`config.mk`:
```
export PLATFORM = sky130hd
export DESIGN_NAME = bcd_round_seq
export DESIGN_NICKNAME = d
export VERILOG_FILES = /design/src/rtl/bcd_pkg.sv /design/src/rtl/bcd_round_decide.sv /design/src/rtl/bcd_round_seq.sv
export SDC_FILE = /design/constraint.sdc
export NUM_CORES = 1
export LEC_CHECK = 0
export CAP_MARGIN = 30
export CORE_AREA = 2 2 82 115
export DETAILED_ROUTE_END_ITERATION = 10
export DIE_AREA = 0 0 84 117
export DONT_BUFFER_PORTS = 1
export GPL_ROUTABILITY_DRIVEN = 0
export HOLD_SLACK_MARGIN = 0.12
export PLACE_DENSITY = 0.68
export SKIP_CTS_REPAIR_TIMING = 1
export SLEW_MARGIN = 30
export SYNTH_ARGS = -nofsm -noshare
export SYNTH_HDL_FRONTEND = slang
export SYNTH_SLANG_ARGS = --single-unit
export TNS_END_PERCENT = 20
```
`constraint.sdc`:
```
create_clock -name clk -period 3.7 [get_ports clk]
set_input_delay 0.555 -clock clk [delete_from_list [all_inputs] [get_ports clk]]
set_output_delay 0.555 -clock clk [all_outputs]
set_load 0.03 [all_outputs]
```
`src/rtl/bcd_pkg.sv`:
```
// rtl/bcd_pkg.sv - shared constants, state encoding and digit helpers for the BCD rounder
package bcd_pkg;

  // Rounding mode encodings; 2'd3 is decoded as half-up by the decision logic
  localparam logic [1:0] RND_TRUNC     = 2'd0;
  localparam logic [1:0] RND_HALF_UP   = 2'd1;
  localparam logic [1:0] RND_HALF_EVEN = 2'd2;

  typedef enum logic [1:0] {
    ST_IDLE  = 2'd0,
    ST_EVAL  = 2'd1,
    ST_CARRY = 2'd2,
    ST_FIN   = 2'd3
  } bcd_state_t;

  // A BCD digit is legal only in the range 0..9
  function automatic logic bcd_digit_valid(input logic [3:0] d);
    return (d <= 4'd9);
  endfunction

  // Increment one BCD digit; returns {carry, digit}, 9 rolls over to 0 with carry
  function automatic logic [4:0] bcd_digit_inc(input logic [3:0] d);
    if (d >= 4'd9) begin
      return 5'b1_0000;
    end else begin
      return {1'b0, d + 4'd1};
    end
  endfunction

endpackage

```
`src/rtl/bcd_round_decide.sv`:
```
// rtl/bcd_round_decide.sv - combinational round-up decision and BCD validity check
module bcd_round_decide
  import bcd_pkg::*;
#(
  parameter int DIGITS = 6,
  parameter int POS_W  = $clog2(DIGITS)
) (
  input  logic [4*DIGITS-1:0] work,
  input  logic [POS_W-1:0]    pos,
  input  logic [1:0]          mode,
  output logic                up,
  output logic                bcd_err
);

  logic [3:0] first_disc;
  logic       sticky;
  logic       kept_odd;
  logic       err;

  // Extract first discarded digit, sticky bit below it, parity of kept LSD, and flag bad digits
  always_comb begin
    first_disc = 4'd0;
    sticky     = 1'b0;
    kept_odd   = 1'b0;
    err        = 1'b0;
    for (int i = 0; i < DIGITS; i++) begin
      if (!bcd_digit_valid(work[4*i +: 4])) err = 1'b1;
      if (i == int'(pos) - 1) first_disc = work[4*i +: 4];
      if ((i < int'(pos) - 1) && (work[4*i +: 4] != 4'd0)) sticky = 1'b1;
      if (i == int'(pos)) kept_odd = work[4*i];
    end
  end

  // Mode-dependent round-up; nothing discarded or a malformed input never rounds
  always_comb begin
    up = 1'b0;
    case (mode)
      RND_TRUNC:     up = 1'b0;
      RND_HALF_EVEN: up = (first_disc > 4'd5) ||
                          ((first_disc == 4'd5) && sticky) ||
                          ((first_disc == 4'd5) && !sticky && kept_odd);
      default:       up = (first_disc >= 4'd5);
    endcase
    if ((pos == '0) || err) up = 1'b0;
  end

  assign bcd_err = err;

endmodule

```
`src/rtl/bcd_round_seq.sv`:
```
// rtl/bcd_round_seq.sv - sequential BCD rounder, one carry digit per clock; BCD_ROUND_SAT_EN selects saturate-on-overflow
module bcd_round_seq
  import bcd_pkg::*;
#(
  parameter int DIGITS = 6,
  parameter int POS_W  = $clog2(DIGITS)
) (
  input  logic                clk,
  input  logic                rst,
  input  logic                start,
  input  logic [4*DIGITS-1:0] digits_in,
  input  logic [POS_W-1:0]    round_pos,
  input  logic [1:0]          mode,
  output logic [4*DIGITS-1:0] digits_out,
  output logic                busy,
  output logic                done,
  output logic                overflow,
  output logic                bcd_err
);

  localparam logic [POS_W-1:0] LAST = POS_W'(DIGITS - 1);

  bcd_state_t          state;
  logic [4*DIGITS-1:0] work;
  logic [POS_W-1:0]    pos_r;
  logic [1:0]          mode_r;
  logic [POS_W-1:0]    idx;
  logic                ovf_r;
  logic                err_r;

  logic [POS_W-1:0]    pos_clamped;
  logic [4*DIGITS-1:0] keep_mask;
  logic [3:0]          cur_digit;
  logic [4:0]          inc_res;
  logic                dec_up;
  logic                dec_err;

  assign pos_clamped = (round_pos > LAST) ? LAST : round_pos;
  assign cur_digit   = work[{idx, 2'b00} +: 4];
  assign inc_res     = bcd_digit_inc(cur_digit);

  // Nibble mask keeping digits at or above the rounding position
  always_comb begin
    keep_mask = '0;
    for (int i = 0; i < DIGITS; i++) begin
      if (i >= int'(pos_r)) keep_mask[4*i +: 4] = 4'hF;
    end
  end

`ifdef BCD_ROUND_SAT_EN
  logic [4*DIGITS-1:0] sat_val;

  // Saturated result: 9 in every kept digit, discarded digits stay 0
  always_comb begin
    sat_val = '0;
    for (int i = 0; i < DIGITS; i++) begin
      if (i >= int'(pos_r)) sat_val[4*i +: 4] = 4'd9;
    end
  end
`endif

  bcd_round_decide #(
    .DIGITS (DIGITS),
    .POS_W  (POS_W)
  ) u_decide (
    .work    (work),
    .pos     (pos_r),
    .mode    (mode_r),
    .up      (dec_up),
    .bcd_err (dec_err)
  );

  // Control FSM and datapath: capture, evaluate, ripple carry one digit per cycle, publish
  always_ff @(posedge clk or posedge rst) begin
    if (rst) begin
      state      <= ST_IDLE;
      work       <= '0;
      pos_r      <= '0;
      mode_r     <= RND_TRUNC;
      idx        <= '0;
      ovf_r      <= 1'b0;
      err_r      <= 1'b0;
      digits_out <= '0;
      busy       <= 1'b0;
      done       <= 1'b0;
      overflow   <= 1'b0;
      bcd_err    <= 1'b0;
    end else begin
      done <= 1'b0;
      case (state)
        ST_IDLE: begin
          if (start) begin
            work   <= digits_in;
            pos_r  <= pos_clamped;
            mode_r <= mode;
            ovf_r  <= 1'b0;
            err_r  <= 1'b0;
            busy   <= 1'b1;
            state  <= ST_EVAL;
          end
        end
        ST_EVAL: begin
          err_r <= dec_err;
          if (dec_err) begin
            // malformed input is passed through untouched
            state <= ST_FIN;
          end else begin
            work <= work & keep_mask;
            if (dec_up) begin
              idx   <= pos_r;
              state <= ST_CARRY;
            end else begin
              state <= ST_FIN;
            end
          end
        end
        ST_CARRY: begin
          if (inc_res[4]) begin
            work[{idx, 2'b00} +: 4] <= 4'd0;
            if (idx == LAST) begin
              ovf_r <= 1'b1;
`ifdef BCD_ROUND_SAT_EN
              work  <= sat_val;
`endif
              state <= ST_FIN;
            end else begin
              idx <= idx + 1'b1;
            end
          end else begin
            work[{idx, 2'b00} +: 4] <= inc_res[3:0];
            state <= ST_FIN;
          end
        end
        ST_FIN: begin
          digits_out <= work;
          overflow   <= ovf_r;
          bcd_err    <= err_r;
          done       <= 1'b1;
          busy       <= 1'b0;
          state      <= ST_IDLE;
        end
        default: state <= ST_IDLE;
      endcase
    end
  end

endmodule

```
Word-level counts from Yosys, hierarchy flattened:

Cells that the tools add are included.

* flip-flop bits (word level): 64
* bits of input ports: 32
* word-level logic and storage cells: 161

* add/subtract/negate cells: 4
* magnitude comparators: 22
* equal/unequal tests: 23
* shifts and indexed selects: 4
* muxes and demuxes: 59
* bitwise logic cells: 1
* reduce and logical (&&, ||, !) cells: 36

Operators with widths (count)
* 24-bit 2-to-1 mux: 3
* 24-bit one-hot mux with 3 select lines: 1
* 3-bit by 32-bit equality test with 1-bit output (first input constant): 2
* 4-bit by 32-bit equality test with 1-bit output (first input constant): 2
* 3-bit by 32-bit < comparator with 1-bit output (first input constant): 2
* 4-bit by 32-bit < comparator with 1-bit output (first input constant): 2
* 24-bit bitwise mux: 2
* 4-bit 2-to-1 mux: 12
* 2-bit by 32-bit equality test with 1-bit output (first input constant): 1
* 32-bit zero test: 1
* 1-bit by 32-bit < comparator with 1-bit output (first input constant): 1
* 2-bit by 32-bit < comparator with 1-bit output (first input constant): 1
* 1-bit 2-to-1 mux: 26
* 24-bit AND: 1
* 4-bit less-or-equal comparator (second input constant): 6
* 4-bit nonzero test: 6
* 4-bit by 7-bit variable shift with 24-bit output (first input constant): 1
* 24-bit by 6-bit indexed part select with 4-bit output: 1
* 4-bit by 7-bit indexed part select with 24-bit output: 1
* 4-bit by 7-bit indexed part select with 24-bit output (first input constant): 1
* 3-bit 2-to-1 mux: 5
* 3-bit equality test (first input constant): 4
* 2-bit inequality test (second input constant): 6
* 1-bit logical AND: 9
* 32 further kinds: 52

Depth between registers and ports, before layout:

Gate-level depths: netlist of run 1.

* depth after elaboration: 18
* gate-level depth with buffers: 16
* mapped depth without buffers: 13

Modules after synthesis:

Synthesis of run 1 repeated with hierarchy kept, for this count alone.

* cells, all modules: 478
* area, all modules: 4367.9 um^2

Modules (own cells, without submodules)
* bcd_round_seq: times used 1, cells an instance 368, area an instance 3608.5 um^2, seq. area each 1601.5 um^2
* bcd_round_decide: times used 1, cells an instance 110, area an instance 759.5 um^2, seq. area each 0.0 um^2

Worst setup path before layout of run 1:

Ideal clock, no wire load.

* kind: register to register
* start point: register idx[0]
* end point: register work[11]
* arrival time: 2.820 ns
* data required time: 3.633 ns
* setup slack: 0.813 ns
* stages on the path, launching flop included: 15
* buffers on the path: 1
* clock period less this slack: 2.887 ns
* cells stage by stage: dfrtp_1 -> buf_6 -> mux4_2 -> nand2_1 -> o31a_1 -> inv_1 -> ha_1 -> nand2b_1 -> o21bai_1 -> o2bb2ai_2 -> or2_4 -> nor4_4 -> nor3b_2 -> o21ai_1 -> nand2_1

* cells in the longest elaborated chain, start to end: 7
* elaborated cells between the ends (all ways): 12
* classes of those cells: 2 x add/sub; 1 x order compare; 4 x shift; 5 x mux

Ends and longest elaborated chain
* from (decl): RTL line bcd_round_seq.sv:27 `logic [POS_W-1:0] idx;`
* from (signal assigned): RTL line bcd_round_seq.sv:110 `idx <= pos_r;`
* from (signal assigned): RTL line bcd_round_seq.sv:127 `idx <= idx + 1'b1;`
* 24-bit by 6-bit indexed part select with 4-bit output: RTL line bcd_round_seq.sv:39 `assign cur_digit = work[{idx, 2'b00} +: 4];`
* 4-bit by 1-bit adder with 4-bit output or 4-bit greater-or-equal comparator (tied branches): RTL line bcd_pkg.sv:26, bcd_pkg.sv:23
* 5-bit 2-to-1 mux: RTL line bcd_pkg.sv:23 `if (d >= 4'd9) begin`
* 4-bit by 7-bit indexed part select with 24-bit output: RTL line bcd_round_seq.sv:130 `work[{idx, 2'b00} +: 4] <= inc_res[3:0];`
* 24-bit bitwise mux: RTL line bcd_round_seq.sv:130
* 24-bit 2-to-1 mux (*): RTL line bcd_round_seq.sv:118 `if (inc_res[4]) begin`
* 24-bit one-hot mux with 3 select lines (*): RTL line bcd_round_seq.sv:90 `case (state)`
* to (signal assigned): RTL line bcd_round_seq.sv:93 `work <= digits_in;`
* to (signal assigned): RTL line bcd_round_seq.sv:108 `work <= work & keep_mask;`
* to (signal, indexed assignment): RTL line bcd_round_seq.sv:130
* to (decl): RTL line bcd_round_seq.sv:24 `logic [4*DIGITS-1:0] work;`

Mark *: on every way between the ends. The rest lies on a longest branch, timed or not.
A chain may end at the register's enable or synchronous reset.

Worst setup path after layout of run 1:

Same ends and word-level chain as after synthesis.

==> results of run 1 <==
-- sequential cells by signal, indices dropped and copies added, names as in the netlist --
| signal | count |
|---|---|
| mode_r | 2 |
| err_r | 1 |
| work | 24 |
| done | 1 |
| state | 2 |
| busy | 1 |
| ovf_r | 1 |
| overflow | 1 |
| bcd_err | 1 |
| idx | 3 |
| digits_out | 24 |
| pos_r | 3 |
-- stage by stage --
stage / cell area (µm²) / hold slack, ps / setup slack (ps)
after floorplan: 4280 / 464 / 813
after global placement: 4440 / 485 / 474
after detailed placement: 4440 / 493 / 312
after CTS: 4720 / 325 / 279
after global routing: 4730 / 275 / 29.0
final: 4730 / 213 / 271
-- cells by family after synthesis --
| logic type | after synthesis | synth area share, % |
|---|---|---|
| AOI/OAI and AO/OA | 157 | 24.9 |
| adders and majority gates | 20 | 5.85 |
| DFF | 64 | 37.4 |
| buffers and inverters | 43 | 4.56 |
| xor gates and xnor gates | 1 | 0.205 |
| muxes | 42 | 11.8 |
| and+or+nand+nor | 120 | 15.3 |
-- layer usage --
metal	vias up	part of all wire, %	global-route usage, %
met5	-	0	0
met4	0	6.2	18.2
met3	61	7.7	5.96
met2	215	47	43.9
met1	1808	40	33.0
li1	1709	-	-
-- path summary, 6_finish.rpt --
path	slack [ps]	to	cells past startpoint	from
worst max-delay path	270	work[11]	13	idx[0]
worst min-delay path	210	digits_out[16]	1	rst
worst max register to register	270	work[11]	13	idx[0]
worst min register to register	500	bcd_err	1	err_r
max in group asynchronous	2740	work[9]	2	rst
min in group clk	360	work[7]	1	digits_in[7]
-- cells in the final DEF, fill, tap and decap left out, types with 4 or more instances in the layout --
cell type  count
o21ai_0       33
dfrtp_1       64
nor3_1         7
nand2b_1       5
o21bai_1       5
nor4_1         9
inv_1         19
nand3_1       19
nand2_1       32
o22ai_1        4
o31a_1         4
mux2i_1        9
a221o_1        7
a22oi_1       22
o21ai_1       10
buf_4         19
o2111ai_1      4
nor2_1        26
mux2_2        29
a21oi_1       33
ha_1          20
o211ai_1       4
clkbuf_16      9
mux4_2         4
-- area by class of cell --
type / instances / share of cell area [%]
Inverter: 20 / 1.62
Timing Repair Buffer: 19 / 3.02
Clock inverter: 3 / 0.900
Clock buffer: 12 / 5.22
Sequential cell: 64 / 33.9
Tap cell: 107 / 2.83
Multi-Input combinational cell: 340 / 52.5
-- critical path: stages, from the launching register on --
cell and delay (ps):
dfrtp_1 540, mux4_2 540, nand2_1 80, o31a_1 220, inv_1 140, ha_1 210
nand2b_1 190, o21bai_1 190, o2bb2ai_2 230, or2_4 310, nor4_4 310, nor3b_2 220
o21ai_1 80, nand2_1 80
==> flow_summary.toml, run 1 <==
[floorplanning]
die_y_um = 117
die_w_um = 84
rows = 41
fp.coreArea_mm2 = 0.00887
ios = 60
initial_core_util_pct = 48.2
die_area_mm2 = 0.00983

[finish]
seq_area_mm2 = 0.00160
syn_to_final_growth_pct = 10.4
nets = 506
postLayoutCoreUtil_pct = 53.2
multi_input_area_mm2 = 0.00248
fillers = 789
drive_gt1_share_pct = 19.4
fin_cells = 565
n_antenna_cell = 0

[detailed_routing]
drt_iter0_markers = 479
routed_via_density = 6.71
drt-total-wl_um = 12900
num_vias = 3793
drcViolationCount = 0
ant_nets = 0
dr.pass1.iters = 5
routedWlPerCell_um = 22.8

[synthesis]
synth_most_common_cell = "dfrtp_1"
ys_ff_latch = 64
yosys.area.top_type = "dfrtp_1"
syn_nets = 499
yosys.area.top_type_share_pct = 37.4
syn_avg_cell_area_um2 = 9.57
yosys_warnings = 0
syn_area_mm2 = 0.00428
synthFlopType = "dfrtp_1"
synth_commonest_cells = "64 x dfrtp_1, 33 x a21oi_1, 33 x o21ai_0"
synth_seq_area_share_pct = 37.4
synth-edff-count = 0
synthCells = 447
synthTopCellsByArea = "dfrtp_1 37%, mux2_2 7.6%, ha_1 5.8%"
synth_cell_types = 64
async_flop_share_pct = 100

[global_route]
grt_pass1_vias = 3818
antenna_found_initial = 0
grt_pass1_wl_um = 20300
grt_max_degree = 44
grt_usage_pct = 27.2
grt.overflow.total = 0

[cts]
clk_path_buf_depth = 2
clock-sinks = 64
worstSkewPairLatency_ps = 340
clk_pin_slew_ps = 50
ctsHtreeMaxLevel = 3
tritoncts = "built"
cts_buffers = 9
cts_root_buffer = "clkbuf_16"

[sta]
tightest_slew_ps = 750
report.final.setup_viol = 0
slew_violations = 0
finalSetupTns_ps = 0
finClkSkew_ps = 6.74
period_minus_slack_ps = 3430
min_period_over_period_pct = 92.7
grt_setup_unrepaired = "no"
hold_violations = 0
max-slew-margin-rel_pct = 50.0
fmax_mhz = 292

[place]
dpl.cell_count = 550
port_buffers = 0
dp_hpwl_um = 9410

[critical_path]
cp-end-kind = "register"
cp_data_required_time_ps = 3970
crit_fanout = 12
start_kind = "register"
arrival_ps = 3700
criticalPathCategory = "reg2reg"

[min_path]
hp-class = "in2async"

[outcome]
status = "completed"

[run]
cap_violations = 0
Power of run 1 is not shown: default switching activity piles up to over one toggle a cycle in this logic, so the estimate is an artifact.
==> run 2, diff against run 1 <==
--- a/config.mk
+++ b/config.mk
@@ -7,6 +7,7 @@
 export LEC_CHECK = 0
 export CAP_MARGIN = 30
 export CORE_AREA = 2 2 82 115
+export CTS_CLUSTER_SIZE = 24
 export DETAILED_ROUTE_END_ITERATION = 10
 export DIE_AREA = 0 0 84 117
 export DONT_BUFFER_PORTS = 1
==> results of run 2 <==
Same layout as run 1: the final DEF is identical, and so are final timing and power.
Power of run 2 is left out for the same reason.
==> run 3, diff against run 2 <==
--- a/config.mk
+++ b/config.mk
@@ -6,14 +6,15 @@
 export NUM_CORES = 1
 export LEC_CHECK = 0
 export CAP_MARGIN = 30
-export CORE_AREA = 2 2 82 115
+export CORE_AREA = 2 2 97 136
 export CTS_CLUSTER_SIZE = 24
 export DETAILED_ROUTE_END_ITERATION = 10
-export DIE_AREA = 0 0 84 117
+export DIE_AREA = 0 0 99 138
 export DONT_BUFFER_PORTS = 1
 export GPL_ROUTABILITY_DRIVEN = 0
 export HOLD_SLACK_MARGIN = 0.12
-export PLACE_DENSITY = 0.68
+export PLACE_DENSITY = 0.52
+export SETUP_SLACK_MARGIN = 0.3
 export SKIP_CTS_REPAIR_TIMING = 1
 export SLEW_MARGIN = 30
 export SYNTH_ARGS = -nofsm -noshare
==> flow_summary.toml, run 3 (synthesis gave the netlist of run 1 again) <==
[run]
cap_violations = 0

[sta]
slew_violations = 0
grt_setup_unrepaired = "yes"
fmax_mhz = 304
max-slew-margin-rel_pct = 54.4
setup_slack_ps = 409
finalSetupTns_ps = 0
report.final.setup_viol = 0
hold_violations = 0
tightest_slew_ps = 682
period_minus_slack_ps = 3290
min_period_over_period_pct = 89.0
finClkSkew_ps = 7.83

[floorplanning]
die_area_mm2 = 0.0137
die_y_um = 138
fp.coreArea_mm2 = 0.0126
rows = 49
initial_core_util_pct = 34.0
die_w_um = 99
ios = 60

[finish]
mostFrequentLayoutCells = "63 x dfrtp_1, 33 x o21ai_0, 32 x a21oi_1, 32 x nand2_1, 29 x mux2_2"
nets = 513
reg_top3 = "digits_out x24, work x24"
drive_gt1_share_pct = 21.7
n_antenna_cell = 0
layout_commonest_cell = "dfrtp_1"
fillers = 1238
syn_to_final_growth_pct = 14.3

[detailed_routing]
drt_iter0_markers = 335
drcViolationCount = 0
ant_nets = 0
routedWlPerCell_um = 23.6
drt-total-wl_um = 14600
num_vias = 3839
dr.pass1.iters = 5
routed_via_density = 6.20

[cts]
cts_buffers = 9
clk_path_buf_depth = 2
ctsHtreeMaxLevel = 3
clk_pin_slew_ps = 60
worstSkewPairLatency_ps = 340
clock-sinks = 64
cts_root_buffer = "clkbuf_16"
tritoncts = "built"

[global_route]
grt_usage_pct = 21.4
grt.overflow.total = 0
grt_max_degree = 34
antenna_found_initial = 0
grt_pass1_wl_um = 22100
grt_pass1_vias = 3722

[place]
port_buffers = 0
dp_hpwl_um = 10900
dp_slack_ps = 475

[critical_path]
crit_fanout = 14
cp-end-kind = "register"
start_kind = "register"
criticalPathCategory = "reg2reg"
arrival_ps = 3540
cp_data_required_time_ps = 3950

[outcome]
status = "completed"

[min_path]
hp-class = "in2async"
run 3: metrics by stage:
stage | instance area (µm²) | util [%] | instances | hold WS (ps)
2_1_floorplan | 4280 | - | 447 | 464
3_3_place_gp | 4550 | 36.2 | 603 | 493
3_5_place_dp | 4550 | 36.2 | 603 | 496
4_1_cts | 4890 | 38.9 | 619 | 220
5_1_grt | 4890 | 38.9 | 619 | 260
6_report | 4890 | 38.9 | 619 | 194
run 3: metal layers:
metal,wire (µm),global-route usage (%),vias to the layer above
met5,0,0,-
met4,673,10.5,0
met3,904,4.85,36
met2,7150,34.7,181
met1,5910,26.5,1903
li1,-,-,1719
run 3: final cells by class:
| cell class | count | area, µm² | share of cell area, % |
|---|---|---|---|
| flip-flops and latches | 64 | 1600 | 32.8 |
| well taps | 153 | 191 | 3.91 |
| clock inverters | 4 | 75.1 | 1.53 |
| multi-input cells | 340 | 2490 | 50.8 |
| inverters | 20 | 75.1 | 1.53 |
| clock buffers | 12 | 267 | 5.45 |
| repair buffers | 26 | 195 | 3.99 |
run 3: worst max-delay path, cell delays in order (launching register included):
cell	delay, ps
dfrtp_1	710
inv_1	180
ha_1	620
or3b_2	480
a21oi_1	150
a211oi_1	70
o21ai_1	240
o21ai_1	130
o21ai_2	280
a21oi_1	120
a31oi_1	210
run 3: final timing paths:
kind                               startpoint         to  slack, ps  depth (start not counted)
worst max register to register       pos_r[2]   state[0]        410                         10
max in group asynchronous                 rst    work[3]       2620                          2
min in group clk                digits_in[11]   work[11]        360                          2
worst min-delay path                      rst   state[0]        190                          1
worst min register to register      mode_r[1]  mode_r[1]        510                          1
worst max-delay path                 pos_r[2]   state[0]        410                         10
Power of run 3 is left out for the same reason.
